File: src/rtl/canal_pkg.sv
// Shared types for the canal lock scheduler: controller states and lock sides.
package canal_pkg;

   typedef enum logic [2:0] {
      IDLE        = 3'd0,
      PREP        = 3'd1,
      OPEN_ENTRY  = 3'd2,
      CLOSE_ENTRY = 3'd3,
      TRANSFER    = 3'd4,
      OPEN_EXIT   = 3'd5,
      CLOSE_EXIT  = 3'd6
   } lock_state_t;

   typedef enum logic {
      SIDE_LOW  = 1'b0,
      SIDE_HIGH = 1'b1
   } side_t;

   function automatic side_t other_side(input side_t s);
      return (s == SIDE_LOW) ? SIDE_HIGH : SIDE_LOW;
   endfunction

endpackage

File: src/rtl/canal_lock_scheduler_if.sv
// Ship-side handshake and lock command bus of the canal lock scheduler.
interface canal_lock_scheduler_if #(parameter int LW = 3);
   logic          req_low;
   logic          req_high;
   logic          ship_in;
   logic          ship_out;
   logic          grant_low;
   logic          grant_high;
   logic          gate_low_open;
   logic          gate_high_open;
   logic          fill;
   logic          drain;
   logic [LW-1:0] level;
   logic          busy;

   modport master (
      output req_low, req_high, ship_in, ship_out,
      input  grant_low, grant_high, gate_low_open, gate_high_open,
             fill, drain, level, busy
   );

   modport slave (
      input  req_low, req_high, ship_in, ship_out,
      output grant_low, grant_high, gate_low_open, gate_high_open,
             fill, drain, level, busy
   );
endinterface

File: src/rtl/canal_lock_scheduler_water_level_counter.sv
// Saturating up/down counter holding the chamber water level (0 .. LEVEL_MAX).
module water_level_counter #(
   parameter int LEVEL_MAX = 7,
   parameter int LW        = $clog2(LEVEL_MAX + 1)
) (
   input  logic          clk,
   input  logic          reset_n,
   input  logic          fill,
   input  logic          drain,
   output logic [LW-1:0] level
);
   localparam logic [LW-1:0] LVL_TOP = LW'(LEVEL_MAX);
   localparam logic [LW-1:0] LVL_BOT = {LW{1'b0}};
   localparam logic [LW-1:0] ONE     = LW'(1);

   logic [LW-1:0] level_r;

   // One step per cycle, never past either end
   always_ff @(posedge clk or negedge reset_n) begin
      if (!reset_n) begin
         level_r <= LVL_BOT;
      end else if (fill && !drain && (level_r != LVL_TOP)) begin
         level_r <= level_r + ONE;
      end else if (drain && !fill && (level_r != LVL_BOT)) begin
         level_r <= level_r - ONE;
      end else begin
         level_r <= level_r;
      end
   end

   assign level = level_r;
endmodule

File: src/rtl/canal_lock_scheduler.sv
// Canal lock controller: round-robin side arbitration, level matching, gate sequencing.
module canal_lock_scheduler
   import canal_pkg::*;
#(
   parameter int LEVEL_MAX = 7,
   parameter int LW        = $clog2(LEVEL_MAX + 1)
) (
   input logic                  clk,
   input logic                  reset_n,
   canal_lock_scheduler_if.slave bus
);
   localparam logic [LW-1:0] LVL_TOP = LW'(LEVEL_MAX);
   localparam logic [LW-1:0] LVL_BOT = {LW{1'b0}};
   localparam logic [LW-1:0] ONE     = LW'(1);

   lock_state_t   state_r, state_n_s;
   side_t         side_r, side_n_s, last_r;
   logic [LW-1:0] level_s, level_n_s, entry_lvl_s, exit_lvl_s, target_s;
   logic          grant_low_r, grant_high_r, gate_low_r, gate_high_r;
   logic          fill_r, drain_r, busy_r;
   logic          pumping_s, fill_n_s, drain_n_s, gate_low_n_s, gate_high_n_s;

   water_level_counter #(.LEVEL_MAX(LEVEL_MAX), .LW(LW)) u_level (
      .clk(clk), .reset_n(reset_n), .fill(fill_r), .drain(drain_r), .level(level_s)
   );

   // Level the counter will hold after the coming edge, so outputs can be registered
   always_comb begin
      level_n_s = level_s;
      if (fill_r && !drain_r && (level_s != LVL_TOP)) begin
         level_n_s = level_s + ONE;
      end else if (drain_r && !fill_r && (level_s != LVL_BOT)) begin
         level_n_s = level_s - ONE;
      end else begin
         level_n_s = level_s;
      end
   end

   // Arbitration and next-state decode
   always_comb begin
      side_n_s  = side_r;
      state_n_s = state_r;
      if (state_r == IDLE) begin
         if (bus.req_low && bus.req_high) begin
            side_n_s = other_side(last_r);
         end else if (bus.req_low) begin
            side_n_s = SIDE_LOW;
         end else if (bus.req_high) begin
            side_n_s = SIDE_HIGH;
         end else begin
            side_n_s = side_r;
         end
      end else begin
         side_n_s = side_r;
      end
      entry_lvl_s = (side_n_s == SIDE_LOW) ? LVL_BOT : LVL_TOP;
      exit_lvl_s  = (side_n_s == SIDE_LOW) ? LVL_TOP : LVL_BOT;
      case (state_r)
         IDLE:        state_n_s = (bus.req_low || bus.req_high) ? PREP : IDLE;
         PREP:        state_n_s = (level_n_s == entry_lvl_s) ? OPEN_ENTRY : PREP;
         OPEN_ENTRY:  state_n_s = bus.ship_in ? CLOSE_ENTRY : OPEN_ENTRY;
         CLOSE_ENTRY: state_n_s = TRANSFER;
         TRANSFER:    state_n_s = (level_n_s == exit_lvl_s) ? OPEN_EXIT : TRANSFER;
         OPEN_EXIT:   state_n_s = bus.ship_out ? CLOSE_EXIT : OPEN_EXIT;
         CLOSE_EXIT:  state_n_s = IDLE;
         default:     state_n_s = IDLE;
      endcase
   end

   // Output values for the state being entered
   always_comb begin
      pumping_s     = (state_n_s == PREP) || (state_n_s == TRANSFER);
      target_s      = (state_n_s == PREP) ? entry_lvl_s : exit_lvl_s;
      fill_n_s      = pumping_s && (level_n_s < target_s);
      drain_n_s     = pumping_s && (level_n_s > target_s);
      gate_low_n_s  = ((state_n_s == OPEN_ENTRY) && (side_n_s == SIDE_LOW)) ||
                      ((state_n_s == OPEN_EXIT)  && (side_n_s == SIDE_HIGH));
      gate_high_n_s = ((state_n_s == OPEN_ENTRY) && (side_n_s == SIDE_HIGH)) ||
                      ((state_n_s == OPEN_EXIT)  && (side_n_s == SIDE_LOW));
   end

   // Controller state and registered outputs
   always_ff @(posedge clk or negedge reset_n) begin
      if (!reset_n) begin
         state_r      <= IDLE;
         side_r       <= SIDE_LOW;
         last_r       <= SIDE_HIGH;
         grant_low_r  <= 1'b0;
         grant_high_r <= 1'b0;
         gate_low_r   <= 1'b0;
         gate_high_r  <= 1'b0;
         fill_r       <= 1'b0;
         drain_r      <= 1'b0;
         busy_r       <= 1'b0;
      end else begin
         state_r      <= state_n_s;
         side_r       <= side_n_s;
         last_r       <= (state_r == CLOSE_EXIT) ? side_r : last_r;
         grant_low_r  <= (state_r == IDLE) && (state_n_s == PREP) && (side_n_s == SIDE_LOW);
         grant_high_r <= (state_r == IDLE) && (state_n_s == PREP) && (side_n_s == SIDE_HIGH);
         gate_low_r   <= gate_low_n_s;
         gate_high_r  <= gate_high_n_s;
         fill_r       <= fill_n_s;
         drain_r      <= drain_n_s;
         busy_r       <= (state_n_s != IDLE);
      end
   end

   assign bus.grant_low      = grant_low_r;
   assign bus.grant_high     = grant_high_r;
   assign bus.gate_low_open  = gate_low_r;
   assign bus.gate_high_open = gate_high_r;
   assign bus.fill           = fill_r;
   assign bus.drain          = drain_r;
   assign bus.level          = level_s;
   assign bus.busy           = busy_r;
endmodule

File: src/flat_wrapper.sv
// flat-port wrapper written by rule: the top's interface ports become plain ports
module canal_lock_scheduler_flat import canal_pkg::*;
#(
   parameter int LEVEL_MAX = 7,
   parameter int LW        = $clog2(LEVEL_MAX + 1)
)
  (clk, reset_n, bus_req_low, bus_req_high, bus_ship_in, bus_ship_out, bus_grant_low, bus_grant_high, bus_gate_low_open, bus_gate_high_open, bus_fill, bus_drain, bus_level, bus_busy);
  canal_lock_scheduler_if #(.LW(LW)) bus_i ();
  input logic clk;
  input logic reset_n;
  input wire logic [$bits(bus_i.req_low)-1:0] bus_req_low;
  input wire logic [$bits(bus_i.req_high)-1:0] bus_req_high;
  input wire logic [$bits(bus_i.ship_in)-1:0] bus_ship_in;
  input wire logic [$bits(bus_i.ship_out)-1:0] bus_ship_out;
  output wire logic [$bits(bus_i.grant_low)-1:0] bus_grant_low;
  output wire logic [$bits(bus_i.grant_high)-1:0] bus_grant_high;
  output wire logic [$bits(bus_i.gate_low_open)-1:0] bus_gate_low_open;
  output wire logic [$bits(bus_i.gate_high_open)-1:0] bus_gate_high_open;
  output wire logic [$bits(bus_i.fill)-1:0] bus_fill;
  output wire logic [$bits(bus_i.drain)-1:0] bus_drain;
  output wire logic [$bits(bus_i.level)-1:0] bus_level;
  output wire logic [$bits(bus_i.busy)-1:0] bus_busy;
  assign bus_i.req_low = bus_req_low;
  assign bus_i.req_high = bus_req_high;
  assign bus_i.ship_in = bus_ship_in;
  assign bus_i.ship_out = bus_ship_out;
  assign bus_grant_low = bus_i.grant_low;
  assign bus_grant_high = bus_i.grant_high;
  assign bus_gate_low_open = bus_i.gate_low_open;
  assign bus_gate_high_open = bus_i.gate_high_open;
  assign bus_fill = bus_i.fill;
  assign bus_drain = bus_i.drain;
  assign bus_level = bus_i.level;
  assign bus_busy = bus_i.busy;
  canal_lock_scheduler #(.LEVEL_MAX(LEVEL_MAX), .LW(LW)) u_core (.clk(clk), .reset_n(reset_n), .bus(bus_i));
endmodule
File: config.mk
export PLATFORM = sky130hd
export DESIGN_NAME = canal_lock_scheduler_flat
export DESIGN_NICKNAME = d
export VERILOG_FILES = /design/src/rtl/canal_pkg.sv /design/src/rtl/canal_lock_scheduler_if.sv /design/src/rtl/canal_lock_scheduler_water_level_counter.sv /design/src/rtl/canal_lock_scheduler.sv /design/src/flat_wrapper.sv
export SDC_FILE = /design/constraint.sdc
export NUM_CORES = 1
export LEC_CHECK = 0
export ABC_AREA = 0
export CELL_PAD_IN_SITES_DETAIL_PLACEMENT = 1
export CELL_PAD_IN_SITES_GLOBAL_PLACEMENT = 1
export CORE_MARGIN = 1
export CORE_UTILIZATION = 35
export CTS_BUF_LIST = sky130_fd_sc_hd__clkbuf_16
export CTS_CLUSTER_DIAMETER = 200
export DETAILED_ROUTE_END_ITERATION = 7
export PLACE_DENSITY_LB_ADDON = 0.05
export REMOVE_ABC_BUFFERS = 1
export SLEW_MARGIN = 20
export SYNTH_ARGS = -nofsm -noshare
export SYNTH_HDL_FRONTEND = slang
export SYNTH_SLANG_ARGS = --single-unit
File: constraint.sdc
create_clock -name clk -period 4.32 [get_ports clk]
set_input_delay 0.648 -clock clk [delete_from_list [all_inputs] [get_ports clk]]
set_output_delay 0.648 -clock clk [all_outputs]
set_load 0.02 [all_outputs]
Yosys cells after proc, flatten, opt, wreduce, memory -nomap -nowiden
Index checks and enable logic that the tools add are counted.
- $add $sub $neg: 2
- $lt $le $gt $ge: 2
- equal/unequal tests: 13
- multiplexer cells: 16
- bitwise logic cells: 1
- reduce and logical (&&, ||, !) cells: 23
- operators with widths (operator ; count):
    $pmux 3 s6 ; 1
    $eq 3x3->1 const B ; 5
    $mux 3 ; 5
    $logic_and 1x1->1 ; 14
    $eq 3x2->1 const B ; 3
    $mux 1 ; 8
    $eq 3x1->1 const B ; 2
    $eq 3x3->1 ; 2
    $reduce_bool 3->1 ; 2
    $logic_or 1x1->1 ; 4
    $mux 2 ; 2
    $add 3x1->3 const B ; 1
    $gt 3x3->1 ; 1
    $logic_not 3->1 ; 1
    $lt 3x3->1 ; 1
    $ne 3x3->1 const B ; 1
    $sub 3x1->3 const B ; 1
    $logic_not 1->1 ; 2
    $not 1->1 ; 1
- register bits after elaboration: 15
- logic and storage cells: 68

Depth between registers and ports, before layout
- depth in word-level cells: 12
- depth in mapped cells: 13
- mapped depth without buffers: 12

By module
From an unflattened synthesis, not the netlist that was laid out.
- cell total of the unflattened synthesis: 145
- area total of the unflattened synthesis: 1316.3 µm²
- by module, submodules not included (module ; times used ; cells an instance ; area an instance (µm²)):
    canal_lock_scheduler ; 1 ; 109 ; 1004.7
    water_level_counter ; 1 ; 36 ; 311.5

Least setup slack after synthesis
No wires, ideal clock.
- path kind: register to register
- from: register u_core.u_level.level_r[0] (netlist: u_core.u_level.level[0])
- to: register u_core.drain_r (netlist: u_core.bus.drain)
- library setup time: 0.086 ns
- arrival time: 2.793 ns
- data required time: 4.234 ns
- path slack: 1.442 ns
- stages on the path, launching flop included: 13
- path through: dfrtp_1 inv_1 ha_1 nor2_1 a22o_1 a211oi_2 inv_1 nor3_2 a211o_2 xnor2_1 ha_1 a211o_1 a32oi_1
- word-level cells in the longest chain between the ends: 11
- elaborated cells between the ends (all ways): 19
- RTL lines (what ; line ; RTL):
    start: declaration ; canal_lock_scheduler_water_level_counter.sv:16 ; logic [LW-1:0] level_r;
    start signal: assignment ; canal_lock_scheduler_water_level_counter.sv:23 ; level_r <= level_r + ONE;
    start signal: assignment ; canal_lock_scheduler_water_level_counter.sv:25 ; level_r <= level_r - ONE;
    start signal: assignment ; canal_lock_scheduler_water_level_counter.sv:27 ; level_r <= level_r;
    parallel branches: the longest is 3 deep, another holds $sub 3x1->3 ; n/a ;
    $mux 3 * ; canal_lock_scheduler.sv:30 ; if (fill_r && !drain_r && (level_s != LVL_TOP)) begin
    net u_core.level_n_s[1] ; canal_lock_scheduler.sv:18 ; logic [LW-1:0] level_s, level_n_s, entry_lvl_s, exit_lvl_s, target_s;
    $eq 3x3->1 (on tied branches) ; canal_lock_scheduler.sv:63, canal_lock_scheduler.sv:60 ;
    $mux 1 or $mux 2 (tied branches) ; canal_lock_scheduler.sv:63, canal_lock_scheduler.sv:60 ;
    $pmux 3 s6 ; canal_lock_scheduler.sv:58 ; case (state_r)
    $eq 3x1->1 ; canal_lock_scheduler.sv:72, canal_lock_scheduler.sv:73 ;
    $mux 3 ; canal_lock_scheduler.sv:73 ; target_s = (state_n_s == PREP) ? entry_lvl_s : exit_lvl_s;
    $gt 3x3->1 ; canal_lock_scheduler.sv:75 ; drain_n_s = pumping_s && (level_n_s > target_s);
    $logic_and 1x1->1 * ; canal_lock_scheduler.sv:75 ;
    net u_core.drain_n_s ; canal_lock_scheduler.sv:21 ; logic pumping_s, fill_n_s, drain_n_s, gate_low_n_s, gate_high_n_s;
    end signal: assignment ; canal_lock_scheduler.sv:104 ; drain_r <= drain_n_s;
    end: declaration ; canal_lock_scheduler.sv:20 ; logic fill_r, drain_r, busy_r;
Mark *: on every way through the listed nets, which the timed path passes.
A chain may end at the register's enable or synchronous reset.

Worst setup path in the final report
- from: input bus_req_low
- to: register u_core.drain_r (netlist: u_core.bus.drain)
- word-level cells in the longest chain between the ends: 11
- elaborated cells between the ends (all ways): 19
- RTL lines (what ; line ; RTL):
    start: declaration ; flat_wrapper.sv:11 ; input wire logic [$bits(bus_i.req_low)-1:0] bus_req_low;
    $mux 1 or $logic_and 1x1->1 (tied branches) ; canal_lock_scheduler.sv:46, canal_lock_scheduler.sv:44 ;
    $mux 1 ; canal_lock_scheduler.sv:44 ; if (bus.req_low && bus.req_high) begin
    $mux 1 ; canal_lock_scheduler.sv:43 ; if (state_r == IDLE) begin
    $mux 3 (on tied branches) ; canal_lock_scheduler.sv:57, canal_lock_scheduler.sv:56 ;
    $eq 3x3->1 (on tied branches) ; canal_lock_scheduler.sv:63, canal_lock_scheduler.sv:60 ;
    $mux 1 or $mux 2 (tied branches) ; canal_lock_scheduler.sv:63, canal_lock_scheduler.sv:60 ;
    $pmux 3 s6 ; canal_lock_scheduler.sv:58 ;
    $eq 3x1->1 ; canal_lock_scheduler.sv:72, canal_lock_scheduler.sv:73 ;
    $mux 3 ; canal_lock_scheduler.sv:73 ;
    $gt 3x3->1 ; canal_lock_scheduler.sv:75 ;
    $logic_and 1x1->1 * ; canal_lock_scheduler.sv:75 ;
    net u_core.drain_n_s ; canal_lock_scheduler.sv:21 ;
The timed path passes the listed nets; every way through them passes the cells marked *.

==> flow_metrics.tcl <==
set metrics [dict create \
    slew_headroom 0.524 \
    io_buffers 15 \
    synth_top_family_by_area "simple AND/OR/NAND/NOR gates" \
    nets 139 \
    status "finished, final reports clean" \
    ys_ff_latch 15 \
    slowest_stage "clkdlybuf4s50_1" \
    rsz0062_at_grt "no" \
    syn_area_mm2 0.00104 \
    synth_cells 110 \
    setup.worst_path.start_class "input pin" \
    initial_core_util 0.374 \
    cts_buffer_depth 2 \
    final_cell_mix "15 x clkdlybuf4s50_1, 14 x dfrtp_1, 13 x nor2_1" \
    htree_levels 1 \
    drt_pass1_iterations 4 \
    cpPeakStageDelay_ns 0.50 \
    wl_per_cell_um 17.7 \
    antenna_cells 0 \
    setup_violations 0 \
    synth_cell_type_count 46 \
    finalHoldViolations 0 \
    synth_compound_area_frac 0.221 \
    clock_skew_ns 0.00486 \
    synth-simple-area-share 0.237 \
    crit_family "compound AO/OA/AOI/OAI gates" \
    cp-end-kind "flip-flop" \
    critical_path_class "in -> reg" \
    worstMarginPinSlew_ns 0.712 \
    grt_pass1_vias 909 \
    min_path_type "reg -> reg" \
    syn_area_per_cell_um2 9.45 \
    clock-sinks 15 \
    dp.final_hpwl_um 2110 \
    cts_root_buf "clkbuf_16" \
    cp_max_fo 11 \
    crit_buf_inv 2 \
    finalSetupTns_ns 0 \
    drv_cap 0 \
    grtUsageTotal 0.189 \
    required_ns 4.48 \
    clock_latency_ns 0.25 \
    drt_iter0_drc 18 \
    antenna_found_initial 0 \
    die_h_um 56.5 \
    ctsHoldBuffers 0 \
    async_reset_ff_frac 1.00 \
    final_common_cell "clkdlybuf4s50_1" \
    viasPerCell 5.70 \
    synth_edf_count 0 \
    synthMuxAreaShare 0.0253 \
    grt_pass1_wl_um 4600 \
    numCtsBuffers 3 \
    drive_above_1_share 0.173 \
    io_pins 16 \
    cts_setup_buffers 0 \
    die-area_mm2 0.00319 \
    synth_top_flop_cell "dfrtp_1" \
    syn_to_final_growth_pct 24.7 \
    timing.fmax_mhz 303 \
    final_antenna_net_count 0 \
    vias 901 \
    synth_seq_area_share 0.362 \
    arrival_ns 3.46 \
    ys_warn_count 0 \
    grt_overflow 0 \
    grt_start_max_net_pins 16 \
    row_count 19 \
    gp_congestion 0.815 \
    die_x_um 56.5 \
    synth_xor_area_frac 0.0349 \
    wirelength_um 2800 \
    path_cells "clkdlybuf4s50_1, or4b_1, o22ai_2, buf_4, nand2b_1, nor4_1, a211o_2, xnor2_1, ha_1, a211o_1, a32oi_1" \
    slew_viol_final 0 \
    clk_pin_slew_ns 0.05 \
    synth-adder-area-share 0.0602 \
    fin_crit_ns 3.30 \
    cts_tree "built" \
    finalCritPeriodShare 0.763 \
    core-area_mm2 0.00278 \
    remaining_drc_errors 0 \
    ctsResizeCount 0 \
]
[worst paths after layout]
path / startpoint / endpoint / slack, ns / depth (start not counted)
setup / recovery: bus_req_low / u_core.bus.drain / 1.02 / 11
hold / removal: u_core.side_r / u_core.last_r / 0.60 / 1
setup reg to reg: u_core.u_level.level[0] / u_core.bus.drain / 1.09 / 12
hold reg to reg: u_core.side_r / u_core.last_r / 0.60 / 1
max in group asynchronous: reset_n / u_core.bus.fill / 3.04 / 1
min in group asynchronous: reset_n / u_core.bus.gate_high_open / 0.83 / 1
[worst reg2reg max path, delay by kind of cell (launching register included)]
family | cells | cell delay (ns)
xor gates and xnor gates | 1 | 0.14
adders and majority gates | 2 | 0.57
buffers and inverters | 2 | 0.24
AOI/OAI and AO/OA | 5 | 1.41
DFF | 1 | 0.49
and+or+nand+nor | 2 | 0.29
[cell families (layout without fill, tap and decap cells)]
group | Yosys count | after routing
buffers and inverters | 12 | 29
flip-flops | 15 | 15
adder cells (fa/ha/maj) | 5 | 5
AO/OA/AOI/OAI | 30 | 30
multiplexers | 2 | 2
XOR/XNOR | 2 | 2
AND/OR/NAND/NOR | 44 | 44
[area by class of cell]
cell class / instances / area, um^2
flip-flops and latches: 15 / 377
clock buffers: 3 / 75.1
fillers: 335 / 1490
well taps: 31 / 38.8
repair buffers: 17 / 165
multi-input cells: 83 / 602
inverters: 8 / 35.0
clock inverters: 1 / 3.75
[Yosys cell counts, types with 2 or more instances]
master | instances | area share
nand3b_1 | 2 | 0.014
nor3_1 | 2 | 0.0096
o22ai_1 | 3 | 0.018
dfrtp_1 | 14 | 0.34
ha_1 | 5 | 0.060
nand3_1 | 3 | 0.014
o211ai_1 | 3 | 0.022
clkbuf_1 | 2 | 0.0072
a32oi_1 | 3 | 0.025
nor3_2 | 2 | 0.019
nor2b_1 | 2 | 0.012
nand2_1 | 9 | 0.032
nand2b_1 | 4 | 0.024
o21ai_0 | 3 | 0.014
o31ai_1 | 2 | 0.014
a211o_1 | 2 | 0.017
inv_2 | 2 | 0.0072
a21oi_1 | 3 | 0.014
inv_1 | 5 | 0.018
nor2_1 | 13 | 0.047
[metal layers]
metal,GRT usage,part of all wire,vias to the layer above
met5,0,0,-
met2,0.277,0.44,16
met3,0.0438,0.031,4
met4,0.0697,0.014,0
met1,0.269,0.51,445
li1,-,-,436
[sequential cells by signal (all words and copies together), names as in the netlist]
register,flops
u_core.side_r,1
u_core.state_r,3
u_core.last_r,1
u_core.bus.gate_high_open,1
u_core.bus.drain,1
u_core.bus.grant_high,1
u_core.u_level.level,3
u_core.bus.grant_low,1
u_core.bus.fill,1
u_core.bus.gate_low_open,1
u_core.bus.busy,1
[stage by stage]
step,util,setup WS (ns),hold slack [ns],cell area [um^2],std cells
global placement,0.438,0.894,0.564,1220,154
global route,0.466,0.921,0.610,1300,158
detailed placement,0.438,0.801,0.578,1220,154
CTS,0.466,1.03,0.589,1300,158
floorplan,-,1.38,0.352,1010,106
finish,0.466,1.02,0.596,1300,158
Power is left out: the tool's default activity adds up to more than one toggle a clock period on the data nets, which glitch-free logic cannot reach.
